==> src/rtl/accum_ctrl.sv <==
// accum_ctrl: multi-cycle fetch/decode/execute sequencer for the accumulator CPU.
// Owns PC, IR, MAR, MBR, AC; drives a single-port sync RAM and a combinational ALU.
// Ports: clock/reset/start control; mem_* RAM bus; alu_* ALU operands/select/result;
//        in_*/out_* valid-ready I/O for INPUT/OUTPUT; halted/illegal status; pc/ac/ir debug.
module accum_ctrl #(
  parameter int              DATA_WIDTH = 32,
  parameter int              ADDR_WIDTH = 28,
  parameter logic [ADDR_WIDTH-1:0] RESET_PC = 'h100,
  parameter logic [3:0]      ALU_ADD    = 4'b0010,
  parameter logic [3:0]      ALU_SUB    = 4'b0011
) (
  input  logic                  clock,
  input  logic                  reset,
  input  logic                  start,
  output logic [ADDR_WIDTH-1:0] mem_addr,
  output logic [DATA_WIDTH-1:0] mem_wdata,
  input  logic [DATA_WIDTH-1:0] mem_rdata,
  output logic                  mem_cs,
  output logic                  mem_we,
  output logic                  mem_oe,
  output logic [DATA_WIDTH-1:0] alu_left,
  output logic [DATA_WIDTH-1:0] alu_right,
  output logic [3:0]            alu_sel,
  input  logic [DATA_WIDTH-1:0] alu_out,
  input  logic [DATA_WIDTH-1:0] in_data,
  input  logic                  in_valid,
  output logic                  in_ready,
  output logic [DATA_WIDTH-1:0] out_data,
  output logic                  out_valid,
  input  logic                  out_ready,
  output logic                  halted,
  output logic                  illegal,
  output logic [ADDR_WIDTH-1:0] pc,
  output logic [DATA_WIDTH-1:0] ac,
  output logic [DATA_WIDTH-1:0] ir
);

  typedef enum logic [3:0] {
    S_IDLE, S_FETCH, S_FETCH_RD, S_FETCH_LAT, S_DECODE,
    S_OP_ADDR, S_OP_RD, S_OP_LAT, S_EXEC,
    S_ST_ADDR, S_ST_WR, S_IO_IN, S_IO_OUT, S_HALT
  } state_t;

  state_t                state_q, state_d;
  logic [ADDR_WIDTH-1:0] pc_q, pc_d, mar_q, mar_d;
  logic [DATA_WIDTH-1:0] ir_q, ir_d, mbr_q, mbr_d, ac_q, ac_d, out_q, out_d;
  logic                  illegal_q, illegal_d;
  logic                  halt_st;

  logic [3:0]            opcode;
  logic [ADDR_WIDTH-1:0] operand;
  logic [1:0]            skip_sel;
  logic                  skip_take;

  assign opcode   = ir_q[DATA_WIDTH-1 -: 4];
  assign operand  = ir_q[ADDR_WIDTH-1:0];
  assign skip_sel = ir_q[ADDR_WIDTH-1 -: 2];

  always_comb begin
    unique case (skip_sel)
      2'b00:   skip_take = $signed(ac_q) < 0;
      2'b01:   skip_take = (ac_q == '0);
      2'b10:   skip_take = $signed(ac_q) > 0;
      default: skip_take = 1'b0;
    endcase
  end

  always_comb begin
    state_d   = state_q;
    pc_d      = pc_q;
    ir_d      = ir_q;
    mar_d     = mar_q;
    mbr_d     = mbr_q;
    ac_d      = ac_q;
    out_d     = out_q;
    illegal_d = illegal_q;
    mem_cs    = 1'b0;
    mem_we    = 1'b0;
    mem_oe    = 1'b0;
    alu_sel   = 4'd0;
    in_ready  = 1'b0;
    out_valid = 1'b0;
    halt_st   = 1'b0;

    unique case (state_q)
      S_IDLE:      if (start) state_d = S_FETCH;
      S_FETCH:     begin mar_d = pc_q; state_d = S_FETCH_RD; end
      S_FETCH_RD:  begin mem_cs = 1'b1; mem_oe = 1'b1; state_d = S_FETCH_LAT; end
      S_FETCH_LAT: begin
        ir_d    = mem_rdata;
        pc_d    = pc_q + ADDR_WIDTH'(1);
        state_d = S_DECODE;
      end
      S_DECODE: begin
        unique case (opcode)
          4'h1, 4'h3, 4'h4: begin mar_d = operand; state_d = S_OP_ADDR; end
          4'h2: begin mar_d = operand; mbr_d = ac_q; state_d = S_ST_ADDR; end
          4'h5: state_d = S_IO_IN;
          4'h6: begin out_d = ac_q; state_d = S_IO_OUT; end
          4'h7: state_d = S_HALT;
          4'h8: begin
            if (skip_take) pc_d = pc_q + ADDR_WIDTH'(1);
            state_d = S_FETCH;
          end
          4'h9: begin pc_d = operand; state_d = S_FETCH; end
          4'hA: begin ac_d = '0; state_d = S_FETCH; end
          default: begin illegal_d = 1'b1; state_d = S_HALT; end
        endcase
      end
      S_OP_ADDR: state_d = S_OP_RD;
      S_OP_RD:   begin mem_cs = 1'b1; mem_oe = 1'b1; state_d = S_OP_LAT; end
      S_OP_LAT:  begin mbr_d = mem_rdata; state_d = S_EXEC; end
      S_EXEC: begin
        // Only LOAD/ADD/SUBT reach EXEC, so opcode is one of 1/3/4 here.
        if (opcode == 4'h1) begin
          ac_d = mbr_q;
        end else if (opcode == 4'h3) begin
          alu_sel = ALU_ADD;
          ac_d    = alu_out;
        end else begin
          alu_sel = ALU_SUB;
          ac_d    = alu_out;
        end
        state_d = S_FETCH;
      end
      S_ST_ADDR: state_d = S_ST_WR;
      S_ST_WR:   begin mem_cs = 1'b1; mem_we = 1'b1; state_d = S_FETCH; end
      S_IO_IN: begin
        in_ready = 1'b1;
        if (in_valid) begin ac_d = in_data; state_d = S_FETCH; end
      end
      S_IO_OUT: begin
        out_valid = 1'b1;
        if (out_ready) state_d = S_FETCH;
      end
      S_HALT:  halt_st = 1'b1;
      default: state_d = S_IDLE;
    endcase

    // Reset overrides strobes combinationally so an in-flight write never lands.
    if (reset) begin
      mem_cs    = 1'b0;
      mem_we    = 1'b0;
      mem_oe    = 1'b0;
      in_ready  = 1'b0;
      out_valid = 1'b0;
      halt_st   = 1'b0;
    end
  end

  always_ff @(posedge clock) begin
    if (reset) begin
      state_q   <= S_IDLE;
      pc_q      <= RESET_PC;
      ir_q      <= '0;
      mar_q     <= '0;
      mbr_q     <= '0;
      ac_q      <= '0;
      out_q     <= '0;
      illegal_q <= 1'b0;
    end else begin
      state_q   <= state_d;
      pc_q      <= pc_d;
      ir_q      <= ir_d;
      mar_q     <= mar_d;
      mbr_q     <= mbr_d;
      ac_q      <= ac_d;
      out_q     <= out_d;
      illegal_q <= illegal_d;
    end
  end

  assign mem_addr  = mar_q;
  assign mem_wdata = mbr_q;
  assign alu_left  = ac_q;
  assign alu_right = mbr_q;
  assign out_data  = out_q;
  assign halted    = halt_st;
  assign illegal   = illegal_q & ~reset;
  assign pc        = pc_q;
  assign ac        = ac_q;
  assign ir        = ir_q;

endmodule

==> config.mk <==
export PLATFORM = sky130hd
export DESIGN_NAME = accum_ctrl
export DESIGN_NICKNAME = d
export VERILOG_FILES = /design/src/rtl/accum_ctrl.sv
export SDC_FILE = /design/constraint.sdc
export NUM_CORES = 1
export LEC_CHECK = 0
export BUFFER_PORTS_ARGS = -buffer_cell sky130_fd_sc_hd__buf_2
export CORE_MARGIN = 2
export CORE_UTILIZATION = 45
export DETAILED_ROUTE_END_ITERATION = 16
export PLACE_DENSITY = 0.75
export SETUP_SLACK_MARGIN = 0.4
export SLEW_MARGIN = 10
export SYNTH_ARGS = -nofsm -noshare
export SYNTH_HDL_FRONTEND = slang
export SYNTH_SLANG_ARGS = --single-unit
==> constraint.sdc <==
create_clock -name clock -period 3.39 [get_ports clock]
set_clock_uncertainty 0.15 [all_clocks]
set_input_delay 0.1695 -clock clock [delete_from_list [all_inputs] [get_ports clock]]
set_output_delay 0.1695 -clock clock [all_outputs]
set_load 0.02 [all_outputs]
==> summary.txt <==
Final layout
  • Non-Filler Instances: 1819
  • Final nets: 1636
  • Share of cells above drive strength 1: 28.3%
  • Area grow syn2layout: 30.6%

Global routing
  • Largest net degree at the start of global routing: 89
  • Total Routing Usage GR: 29.7%
  • Number of global-route vias before repair: 9261
  • Total global routing overflow: 0
  • Antenna violations before repair: 1
  • First-pass GRT wire length: 51800 um

Detailed routing
  • Total wire length: 33100 um
  • Vias: ~10000
  • Initial DRT Pass Iterations: 5
  • Routed vias/inst: 5.56
  • Iteration-0 DRC Markers: about 750
  • WL/cell: 18.2 um
  • Routed Antenna Nets: 0
  • # DRC: 0

Critical path
  • Critical R2R Launch: state_q[2]
  • Critical path class: reg2reg
  • CP Capture Type: register
  • Crit path max fanout: 10
  • Worst Setup SP: state_q[2]
  • Worst setup SP type: register
  • Crit path DAT: 3.02 ns
  • Worst endpoint required time: 3.60 ns

Synthesis
  • Post-synth EDFFs: 0
  • Async set-or-reset flop fraction in the synthesized netlist: 0%
  • Post-Syn Area: 9340 um^2
  • Top-area cell type share of the netlist area: 40.5%
  • Seq/Total Area, Yosys: 40.5%
  • Avg Cell Area, Syn: 7.65 um^2
  • Syn Inst Count: 1220
  • Synth area leaders: dfxtp_1 (41%), nand2_1 (10%), a21oi_1 (9.0%), a211oi_1 (8.0%), mux2i_1 (6.6%)
  • Yosys warning count: 0
  • Cell taking the most area after synthesis: dfxtp_1
  • Post-synthesis cell type count: 55
  • Top FF cell, synth: dfxtp_1
  • Seq cells post-synth: approximately 190

Clocking
  • Clock tree from TritonCTS: built
  • Clk sinks: 189
  • Root Buffer: clkbuf_16
  • Bufs on Longest Clock Path: 2
  • Clock Latency Late Sink: 0.45 ns
  • Setup Fix Bufs, Post-CTS: 0
  • Cts bufs inserted: 17
  • Clock transition at path regs: 0.07 ns
  • Htree depth: 4

Timing
  • Final period util: between 80% and 90%
  • Final Setup Violations: 0
  • Actual slew at the worst max-slew pin: 0.698 ns
  • Fin Hold WS: 0.0143 ns
  • Final TNS setup: 0 ns
  • Slew HR: 53.5%
  • Final min period: ~2.8 ns
  • Final Max Slew Viols: 0
  • RSZ-0062 raised after global routing: yes
  • Fmax: 0.355 GHz
  • Final hold violation count: 0

Run status
  • Status: finished clean

Die
  • Die width: 148 um
  • Area of the core: 20300 um^2
  • Die area: 21900 um^2
  • Chip height: 148 um
  • Initial Util: 46.0%
  • # IOs: 360
  • FP Rows: 52

Pwr
  • PwrDens: 546 nW/um^2
  • Max VDD drop: 0.339 mV
  • Pleak: 5.37 nW
  • Final total power: 6.66 mW

Placed design
  • HPWL Detailed: 23000 um
  • Placed cell count: approximately 1700
  • PortBufs: 357
  • Final GP Congestion: 0.950

Min path
  • Worst Hold Class: in2reg
  • Hold Crit Start: alu_out[15]

Run
  • Maxcap violations: 0
cell usage after synthesis, drive strengths merged, types with 3 or more instances:
library cell	count
o31ai	7
nor2	115
clkbuf	91
a21oi	168
o32ai	8
nand3	16
nand2b	10
buf	75
a211oi	100
nor3	13
inv	4
or3b	3
or3	4
or4	3
nand4	8
nor4	15
o21ai	26
mux2i	62
a21o	3
nand2	251
o31a	3
a31oi	7
dfxtp	189
nor2b	6
per-stage QoR:
step / area (um^2) / setup WS (ns) / util, %
2_1_floorplan: 9340 / 0.526 / -
3_3_place_gp: 10900 / 0.574 / 53.8
3_5_place_dp: 10900 / 0.477 / 53.8
6_report: 12200 / 0.571 / 60.1
4_1_cts: 12200 / 0.465 / 60.0
5_1_grt: 12200 / 0.397 / 60.1
registers in the layout, summed over array words and instances, names as in the netlist:
signal	flops
ac	32
illegal_q	1
mem_addr	28
state_q	4
alu_right	32
ir	32
pc	28
out_data	32
what timing repair did:
item,in CTS,in global routing
hold endpoints to repair,96,0
hold buffers,69,0
endpoints found under the setup margin,0,18
resized for setup,0,4
path summary, 6_finish.rpt:
kind	end	slack, ns	depth (start not counted)
min reg2reg	out_data[2]	0.30	2
min	ac[15]	0.01	5
max	pc[0]	0.57	6
max reg2reg	pc[0]	0.57	6
cells by family (layout without fill, tap and decap cells):
family	after synthesis	after routing	synth area share [%]
buffers and inverters	171	497	9.57
xor gates and xnor gates	1	1	0.0938
DFF	189	189	40.5
adders and majority gates	1	1	0.134
other	1	4	0.0402
muxes	62	62	6.65
and+or+nand+nor	458	458	20.9
AOI/OAI and AO/OA	337	337	22.1
worst max-delay path, cell delays in order (launching register included):
cell and delay, ns:
dfxtp_1 0.33, or3b_4 0.42, or4_1 0.42, or4_1 0.57, and3b_2 0.31, or3_1 0.37, a31oi_1 0.16
placed cells by master, fill, tap and decap left out, types with 3 or more instances in the layout:
| cell | count |
|---|---|
| nand2b_1 | 10 |
| dlygate4sd3_1 | 69 |
| o31a_1 | 3 |
| o21ai_0 | 26 |
| nor3_2 | 4 |
| nor4_1 | 15 |
| o32ai_1 | 8 |
| o31ai_1 | 7 |
| buf_2 | 356 |
| nor2_1 | 113 |
| dfxtp_1 | 189 |
| nand2_1 | 251 |
| clkbuf_16 | 17 |
| or3_1 | 3 |
| inv_6 | 5 |
| inv_1 | 4 |
| or4_1 | 3 |
| buf_4 | 32 |
| a211oi_1 | 100 |
| a21oi_1 | 168 |
| nor2b_1 | 6 |
| mux2i_1 | 62 |
| nand4_1 | 8 |
| nor3_1 | 9 |
| nand3_1 | 15 |
| a21o_1 | 3 |
| clkinvlp_4 | 3 |
| a31oi_1 | 7 |
metal layers:
metal	share of wire, %	vias to the layer above	global-route usage, %	wire [um]
li1	-	4834	-	-
met1	42	4697	40.7	14000
met2	46	517	47.0	15400
met3	9.2	65	6.45	3030
met4	2.4	0	9.38	781
met5	0	-	0	0
power by group:
group	total, mW	switching (mW)	internal [mW]
clock network	1.99	0.950	1.04
logic	1.97	1.28	0.688
registers	2.69	0.213	2.48
final cells by class:
cell class / instances / area, um^2
Fill cell: 1853 / 8100
Multi-Input combinational cell: 861 / 4720
Sequential cell: 189 / 3780
Timing Repair Buffer: 460 / 2760
Clock buffer: 18 / 429
Tap cell: 270 / 338
Clock inverter: 14 / 149
Inverter: 5 / 18.8
Antenna cell: 2 / 5.00
No activity file was read; power rests on OpenSTA's default activity.
